<file path="config.mk">
export PLATFORM = sky130hd
export DESIGN_NAME = mem_responder_flat
export DESIGN_NICKNAME = d
export VERILOG_FILES = /design/src/rtl/mem_responder_pkg.sv /design/src/rtl/mem_responder_if.sv /design/src/rtl/mem_responder_sync2.sv /design/src/rtl/mem_responder.sv /design/src/flat_wrapper.sv
export SDC_FILE = /design/constraint.sdc
export NUM_CORES = 1
export LEC_CHECK = 0
export ABC_AREA = 1
export ABC_CLOCK_PERIOD_IN_PS = 4500
export CAP_MARGIN = 40
export CORE_ASPECT_RATIO = 0.6
export CORE_UTILIZATION = 47
export CTS_CLUSTER_SIZE = 16
export DETAILED_ROUTE_END_ITERATION = 7
export GPL_TIMING_DRIVEN = 0
export PLACE_DENSITY = 0.86
export SLEW_MARGIN = 25
export SYNTH_ARGS = -nofsm -noshare
export SYNTH_HDL_FRONTEND = slang
export SYNTH_SLANG_ARGS = --single-unit
</file>
<file path="constraint.sdc">
create_clock -name Clk -period 4.5 [get_ports Clk]
set_input_delay 0.45 -clock Clk [delete_from_list [all_inputs] [get_ports Clk]]
set_output_delay 0.45 -clock Clk [all_outputs]
set_load 0.05 [all_outputs]
</file>
<file path="src/rtl/mem_responder_pkg.sv">
// Shared types and constants for the LC-3 memory responder.
package memresp_pkg;
  typedef enum logic [2:0] {IDLE, MEM_RD, MEM_WR, IO, DONE} resp_state_t;
  localparam logic [15:0] IO_ADDR_DEF = 16'hFFFF;
  localparam int          CNT_W       = 4;
endpackage

</file>
<file path="src/rtl/mem_responder_if.sv">
// CPU-side MAR/MDR request bus between the LC-3 datapath and the memory responder.
interface mem_responder_if;
  logic        Req_Rd;
  logic        Req_Wr;
  logic [15:0] Addr;
  logic [15:0] WData;
  logic [15:0] RData;
  logic        Ready;

  modport master (output Req_Rd, Req_Wr, Addr, WData, input  RData, Ready);
  modport slave  (input  Req_Rd, Req_Wr, Addr, WData, output RData, Ready);
endinterface

</file>
<file path="src/rtl/mem_responder_sync2.sv">
// Two-flop synchronizer for the asynchronous board switch inputs.
module sync2 #(
  parameter int W = 16
) (
  input  logic         i_clk,
  input  logic         i_rst_n,
  input  logic [W-1:0] i_d,
  output logic [W-1:0] o_q
);
  logic [W-1:0] r_meta;
  logic [W-1:0] r_q;

  always_ff @(posedge i_clk or negedge i_rst_n) begin
    if (!i_rst_n) begin
      r_meta <= '0;
      r_q    <= '0;
    end else begin
      r_meta <= i_d;
      r_q    <= r_meta;
    end
  end

  assign o_q = r_q;
endmodule

</file>
<file path="src/rtl/mem_responder.sv">
// LC-3 memory responder: sequences SRAM strobes with wait states, decodes one I/O address.
// Build option MEMRESP_SWSYNC_EN: route SW through a two-flop synchronizer before I/O reads.
module mem_responder
  import memresp_pkg::*;
#(
  parameter int          WAIT_CYCLES = 2,
  parameter logic [15:0] IO_ADDR     = IO_ADDR_DEF
) (
  input  logic                  Clk,
  input  logic                  Reset,
  mem_responder_if.slave        bus,
  output logic [19:0]           SRAM_ADDR,
  output logic [15:0]           SRAM_DOUT,
  input  logic [15:0]           SRAM_DIN,
  output logic                  SRAM_CE_N,
  output logic                  SRAM_OE_N,
  output logic                  SRAM_WE_N,
  input  logic [15:0]           SW,
  output logic [15:0]           HEX_Data
);
  localparam logic [CNT_W-1:0] LP_CNT_LOAD = CNT_W'(WAIT_CYCLES - 1);

  resp_state_t      r_state;
  logic [CNT_W-1:0] r_cnt;
  logic [15:0]      r_addr;
  logic [15:0]      r_wdata;
  logic             r_is_wr;
  logic [15:0]      r_rdata;
  logic             r_ready;
  logic             r_ce_n;
  logic             r_oe_n;
  logic             r_we_n;
  logic [15:0]      r_hex;
  logic [15:0]      w_sw;
  logic             w_req;

`ifdef MEMRESP_SWSYNC_EN
  sync2 #(.W(16)) u_sw_sync (
    .i_clk   (Clk),
    .i_rst_n (Reset),
    .i_d     (SW),
    .o_q     (w_sw)
  );
`else
  assign w_sw = SW;
`endif

  assign w_req = bus.Req_Rd | bus.Req_Wr;

  // Strobes are registered alongside the state so they are low exactly while in MEM_RD/MEM_WR.
  always_ff @(posedge Clk or negedge Reset) begin
    if (!Reset) begin
      r_state <= IDLE;
      r_cnt   <= '0;
      r_addr  <= '0;
      r_wdata <= '0;
      r_is_wr <= 1'b0;
      r_rdata <= '0;
      r_ready <= 1'b0;
      r_ce_n  <= 1'b1;
      r_oe_n  <= 1'b1;
      r_we_n  <= 1'b1;
      r_hex   <= '0;
    end else begin
      r_ready <= 1'b0;
      case (r_state)
        IDLE: begin
          if (w_req) begin
            r_addr  <= bus.Addr;
            r_wdata <= bus.WData;
            r_is_wr <= bus.Req_Wr;
            r_cnt   <= LP_CNT_LOAD;
            if (bus.Addr == IO_ADDR) begin
              r_state <= IO;
            end else if (bus.Req_Wr) begin
              r_ce_n  <= 1'b0;
              r_we_n  <= 1'b0;
              r_state <= MEM_WR;
            end else begin
              r_ce_n  <= 1'b0;
              r_oe_n  <= 1'b0;
              r_state <= MEM_RD;
            end
          end
        end
        MEM_RD: begin
          if (r_cnt == '0) begin
            r_rdata <= SRAM_DIN;
            r_ce_n  <= 1'b1;
            r_oe_n  <= 1'b1;
            r_ready <= 1'b1;
            r_state <= DONE;
          end else begin
            r_cnt <= r_cnt - CNT_W'(1);
          end
        end
        MEM_WR: begin
          // WE_N rises while address and data are still held, giving the SRAM its hold time.
          if (r_cnt == '0) begin
            r_ce_n  <= 1'b1;
            r_we_n  <= 1'b1;
            r_ready <= 1'b1;
            r_state <= DONE;
          end else begin
            r_cnt <= r_cnt - CNT_W'(1);
          end
        end
        IO: begin
          if (r_is_wr) r_hex   <= r_wdata;
          else         r_rdata <= w_sw;
          r_ready <= 1'b1;
          r_state <= DONE;
        end
        DONE:    r_state <= IDLE;
        default: r_state <= IDLE;
      endcase
    end
  end

  assign bus.RData = r_rdata;
  assign bus.Ready = r_ready;
  assign SRAM_ADDR = {4'b0000, r_addr};
  assign SRAM_DOUT = r_wdata;
  assign SRAM_CE_N = r_ce_n;
  assign SRAM_OE_N = r_oe_n;
  assign SRAM_WE_N = r_we_n;
  assign HEX_Data  = r_hex;
endmodule
</file>
<file path="src/flat_wrapper.sv">
// flat-port wrapper written by rule: the top's interface ports become plain ports
module mem_responder_flat import memresp_pkg::*;
#(
  parameter int          WAIT_CYCLES = 2,
  parameter logic [15:0] IO_ADDR     = IO_ADDR_DEF
)
  (Clk, Reset, SRAM_ADDR, SRAM_DOUT, SRAM_DIN, SRAM_CE_N, SRAM_OE_N, SRAM_WE_N, SW, HEX_Data, bus_Req_Rd, bus_Req_Wr, bus_Addr, bus_WData, bus_RData, bus_Ready);
  mem_responder_if bus_i ();
  input  logic Clk;
  input  logic Reset;
  output logic [19:0] SRAM_ADDR;
  output logic [15:0] SRAM_DOUT;
  input  logic [15:0] SRAM_DIN;
  output logic SRAM_CE_N;
  output logic SRAM_OE_N;
  output logic SRAM_WE_N;
  input  logic [15:0] SW;
  output logic [15:0] HEX_Data;
  input wire logic [$bits(bus_i.Req_Rd)-1:0] bus_Req_Rd;
  input wire logic [$bits(bus_i.Req_Wr)-1:0] bus_Req_Wr;
  input wire logic [$bits(bus_i.Addr)-1:0] bus_Addr;
  input wire logic [$bits(bus_i.WData)-1:0] bus_WData;
  output wire logic [$bits(bus_i.RData)-1:0] bus_RData;
  output wire logic [$bits(bus_i.Ready)-1:0] bus_Ready;
  assign bus_i.Req_Rd = bus_Req_Rd;
  assign bus_i.Req_Wr = bus_Req_Wr;
  assign bus_i.Addr = bus_Addr;
  assign bus_i.WData = bus_WData;
  assign bus_RData = bus_i.RData;
  assign bus_Ready = bus_i.Ready;
  mem_responder #(.WAIT_CYCLES(WAIT_CYCLES), .IO_ADDR(IO_ADDR)) u_core (.Clk(Clk), .Reset(Reset), .bus(bus_i), .SRAM_ADDR(SRAM_ADDR), .SRAM_DOUT(SRAM_DOUT), .SRAM_DIN(SRAM_DIN), .SRAM_CE_N(SRAM_CE_N), .SRAM_OE_N(SRAM_OE_N), .SRAM_WE_N(SRAM_WE_N), .SW(SW), .HEX_Data(HEX_Data));
endmodule
</file>
==> summary.md <==
| Metric | Value |
|---|---|
| Post-place setup slack | `2.48 ns` |
| Fin area | `5320 um2` |
| Largest net degree at the start of global routing | `45` |
| HP Class | `input port to async pin` |
| CTS tree | `built` |
| Sw Share | `0.502` |
| Setup_tns | `0 ns` |
| Clock tree sinks | `76` |
| Vias in the first global route | `3129` |
| Worst-Margin Slew | `0.557 ns` |
| Die span in y | `68.9 um` |
| Fmax | `468 MHz` |
| Gate power share | `0.588` |
| Crit path DAT | `1.69 ns` |
| CP max FO | `2` |
| Yosys reg bits | `76` |
| Layout cell share with drive strength beyond 1 | `0.110` |
| Synth Instances | `417` |
| Placed Cells | `656` |
| Rows | `23` |
| Seq pwr share | `0.258` |
| CTS Buffer Depth | `2` |
| PostCTS Resize Cnt | `0` |
| Clock network power share | `0.154` |
| Dominant synthesized flop cell | `dfrtp_1` |
| Number of buffers inserted by port buffering | `135` |
| H-tree levels | `3` |
| Initial Utilization | `0.505` |
| Switching power | `2.38 mW` |
| Tot Pwr | `4.75 mW` |
| Crit path cell chain | `clkdlybuf4s50_1` |
| Crit start category | `flip-flop` |
| Via count | `3236` |
| Critical R2R Launch | `u_core.r_state[1]` |
| Finished Layout Cells | `672` |
| Commonest cells in the synthesized netlist | `nand2_1, dfrtp_1, inv_1, o21ai_0` |
| Final Critical Period | `2.14 ns` |
| Post-Syn Area | `3500 um2` |
| Initial antenna violation count | `0` |
| Worst-skew pair later-pin latency | `0.33 ns` |
| Post-DP HPWL | `7080 um` |
| Status | `completed` |
| Via/cell ratio | `4.82` |
| # Post-CTS Setup Buffers | `0` |
| Final Hold Slack | `0.0685 ns` |
| Synth area leaders | `dfrtp_1, nand2_1, o21ai_0, inv_1, o21ai_2` |
| First-pass DRT Iterations | `5` |
| MaxCap Viol Count | `0` |
| ANT cells | `0` |
| PD cells | `892 nW/um2` |
| Fin crit share | `0.475` |
| IO Pins | `140` |
| Final setup fails | `0` |
| Register area share after synthesis | `0.544` |
| Cell family with most CP delay | `buffers and inverters` |
| GPL Wtd Cong | `0.821` |
| Iteration-0 DRC count of the detailed router | `187` |
| Die area | `7820 um2` |
| VDD IR max | `0.480 mV` |
| Total CTS buffers | `9` |
| CORE AREA | `6940 um2` |
| Crit. Startpoint | `u_core.SRAM_OE_N` |
| Nets@finish | `637` |
| Rel. slew slack | `0.629` |
| WL/cell | `14.3 um` |
| Layout Skew | `0.00914 ns` |
| Hold-fix buffers, CTS | `0` |
| Area after DPL | `5020 um2` |
| Final wirelength | `9620 um` |
| Req. time, crit path | `4.05 ns` |
| CTS root buffer | `clkbuf_16` |
| Die width | `113 um` |
| Final WS setup | `2.36 ns` |
| Critical Path Max Stage Delay | `0.81 ns` |
| Yosys warnings | `0` |
| Global-route wire length before repair | `15200 um` |
| P_int | `2.37 mW` |
| Antenna-violating nets left | `0` |
| Leak | `2.60 nW` |
| CP Class | `flip-flop to output port` |
| Synthesized area per cell | `8.40 um2` |
| Post-synth top area share | `0.521` |
| Area Growth Syn to Fin | `51.8%` |
| CP max stage cell | `clkdlybuf4s50_1` |
| Tot GR Track Use | `0.259` |
| Post-synth ARST share | `1.00` |
| Post-synth EDFFs | `0` |
| Final Hold Fails | `0` |
| Drc violations | `0` |
| Unrepaired setup endpoints after global routing | `no` |
| Leading area contributor after synthesis | `dfrtp_1` |
| Buf+Inv Stages, Crit Path | `1` |
| Reg clk slew, reported paths | `0.06 ns` |
| Max Slew Vio Count | `0` |
| Number of distinct library cells after synthesis | `29` |
| Crit end category | `output port` |
| Most frequent cell after synthesis | `nand2_1` |
| Final Util | `0.767` |
| Total gr overflow | `0` |
## routing by layer
layer / up-vias / global-route usage / wire [um]
li1: 1573 / - / -
met1: 1514 / 0.329 / 4310
met2: 137 / 0.434 / 4480
met3: 12 / 0.0813 / 692
met4: 0 / 0.0773 / 133
met5: - / 0 / 0
## sequential cells by signal (all words and copies together), names as in the netlist, 3 cells and up
signal / count
u_core.HEX_Data: 16
u_core.SRAM_DOUT: 16
u_core.r_cnt: 4
u_core.r_addr: 16
u_core.bus.RData: 16
u_core.r_state: 3
## cell usage in the layout, fill, tap and decap left out
cell / n
nand2_1: 157
clkdlybuf4s50_1: 134
dfrtp_1: 73
inv_1: 56
o21ai_0: 43
nor2_1: 12
o21ai_2: 12
o21ai_1: 10
clkbuf_16: 9
inv_2: 7
buf_6: 7
clkbuf_1: 5
nand3_1: 5
buf_4: 5
buf_2: 4
conb_1: 4
a21oi_1: 3
clkinvlp_4: 3
dfstp_2: 3
nand3_2: 2
nor2_2: 2
ha_1: 2
nand3_4: 1
nand2_2: 1
a21oi_4: 1
nor2_8: 1
nor3_4: 1
nand4_1: 1
xnor2_1: 1
nor3_1: 1
xor2_1: 1
o21bai_1: 1
clkbuf_8: 1
clkinv_4: 1
bufinv_16: 1
buf_16: 1
## layout make-up
type	count	area, um2
clock inverters	5	61.3
fillers	488	1610
flip-flops and latches	76	1910
clock buffers	11	243
inverters	63	236
repair buffers	136	1380
multi-input cells	262	1230
well taps	100	125
plain buffers	19	144
## worst paths after layout
path,to,slack [ns],cells after the start
worst min register to register,u_core.r_addr[15],0.47,2
worst min-delay path,u_core.bus.RData[9],0.07,1
min in group Clk,u_core.r_addr[15],0.47,2
worst max register to register,u_core.SRAM_DOUT[6],2.77,5
worst max-delay path,SRAM_OE_N,2.36,1
max in group asynchronous,u_core.SRAM_CE_N,3.80,2
## power groups by stage
stage	logic, mW	registers (mW)	clock network (mW)
2_1_floorplan	0.829	2.24	0
3_3_place_gp	2.72	1.21	0
3_5_place_dp	2.79	1.23	0
4_1_cts	2.81	1.22	0.737
5_1_grt	2.98	1.26	0.773
6_report	2.79	1.22	0.729
## logic make-up after synthesis
| family | Yosys count | synth area share |
|---|---|---|
| compound gates | 70 | 0.117 |
| xor+xnor | 2 | 0.00500 |
| fa+ha+maj | 2 | 0.00714 |
| buf+inv | 82 | 0.109 |
| flops | 76 | 0.544 |
| other cells | 1 | 0.00107 |
| simple gates | 184 | 0.218 |
No activity file was read; power rests on OpenSTA's default activity.
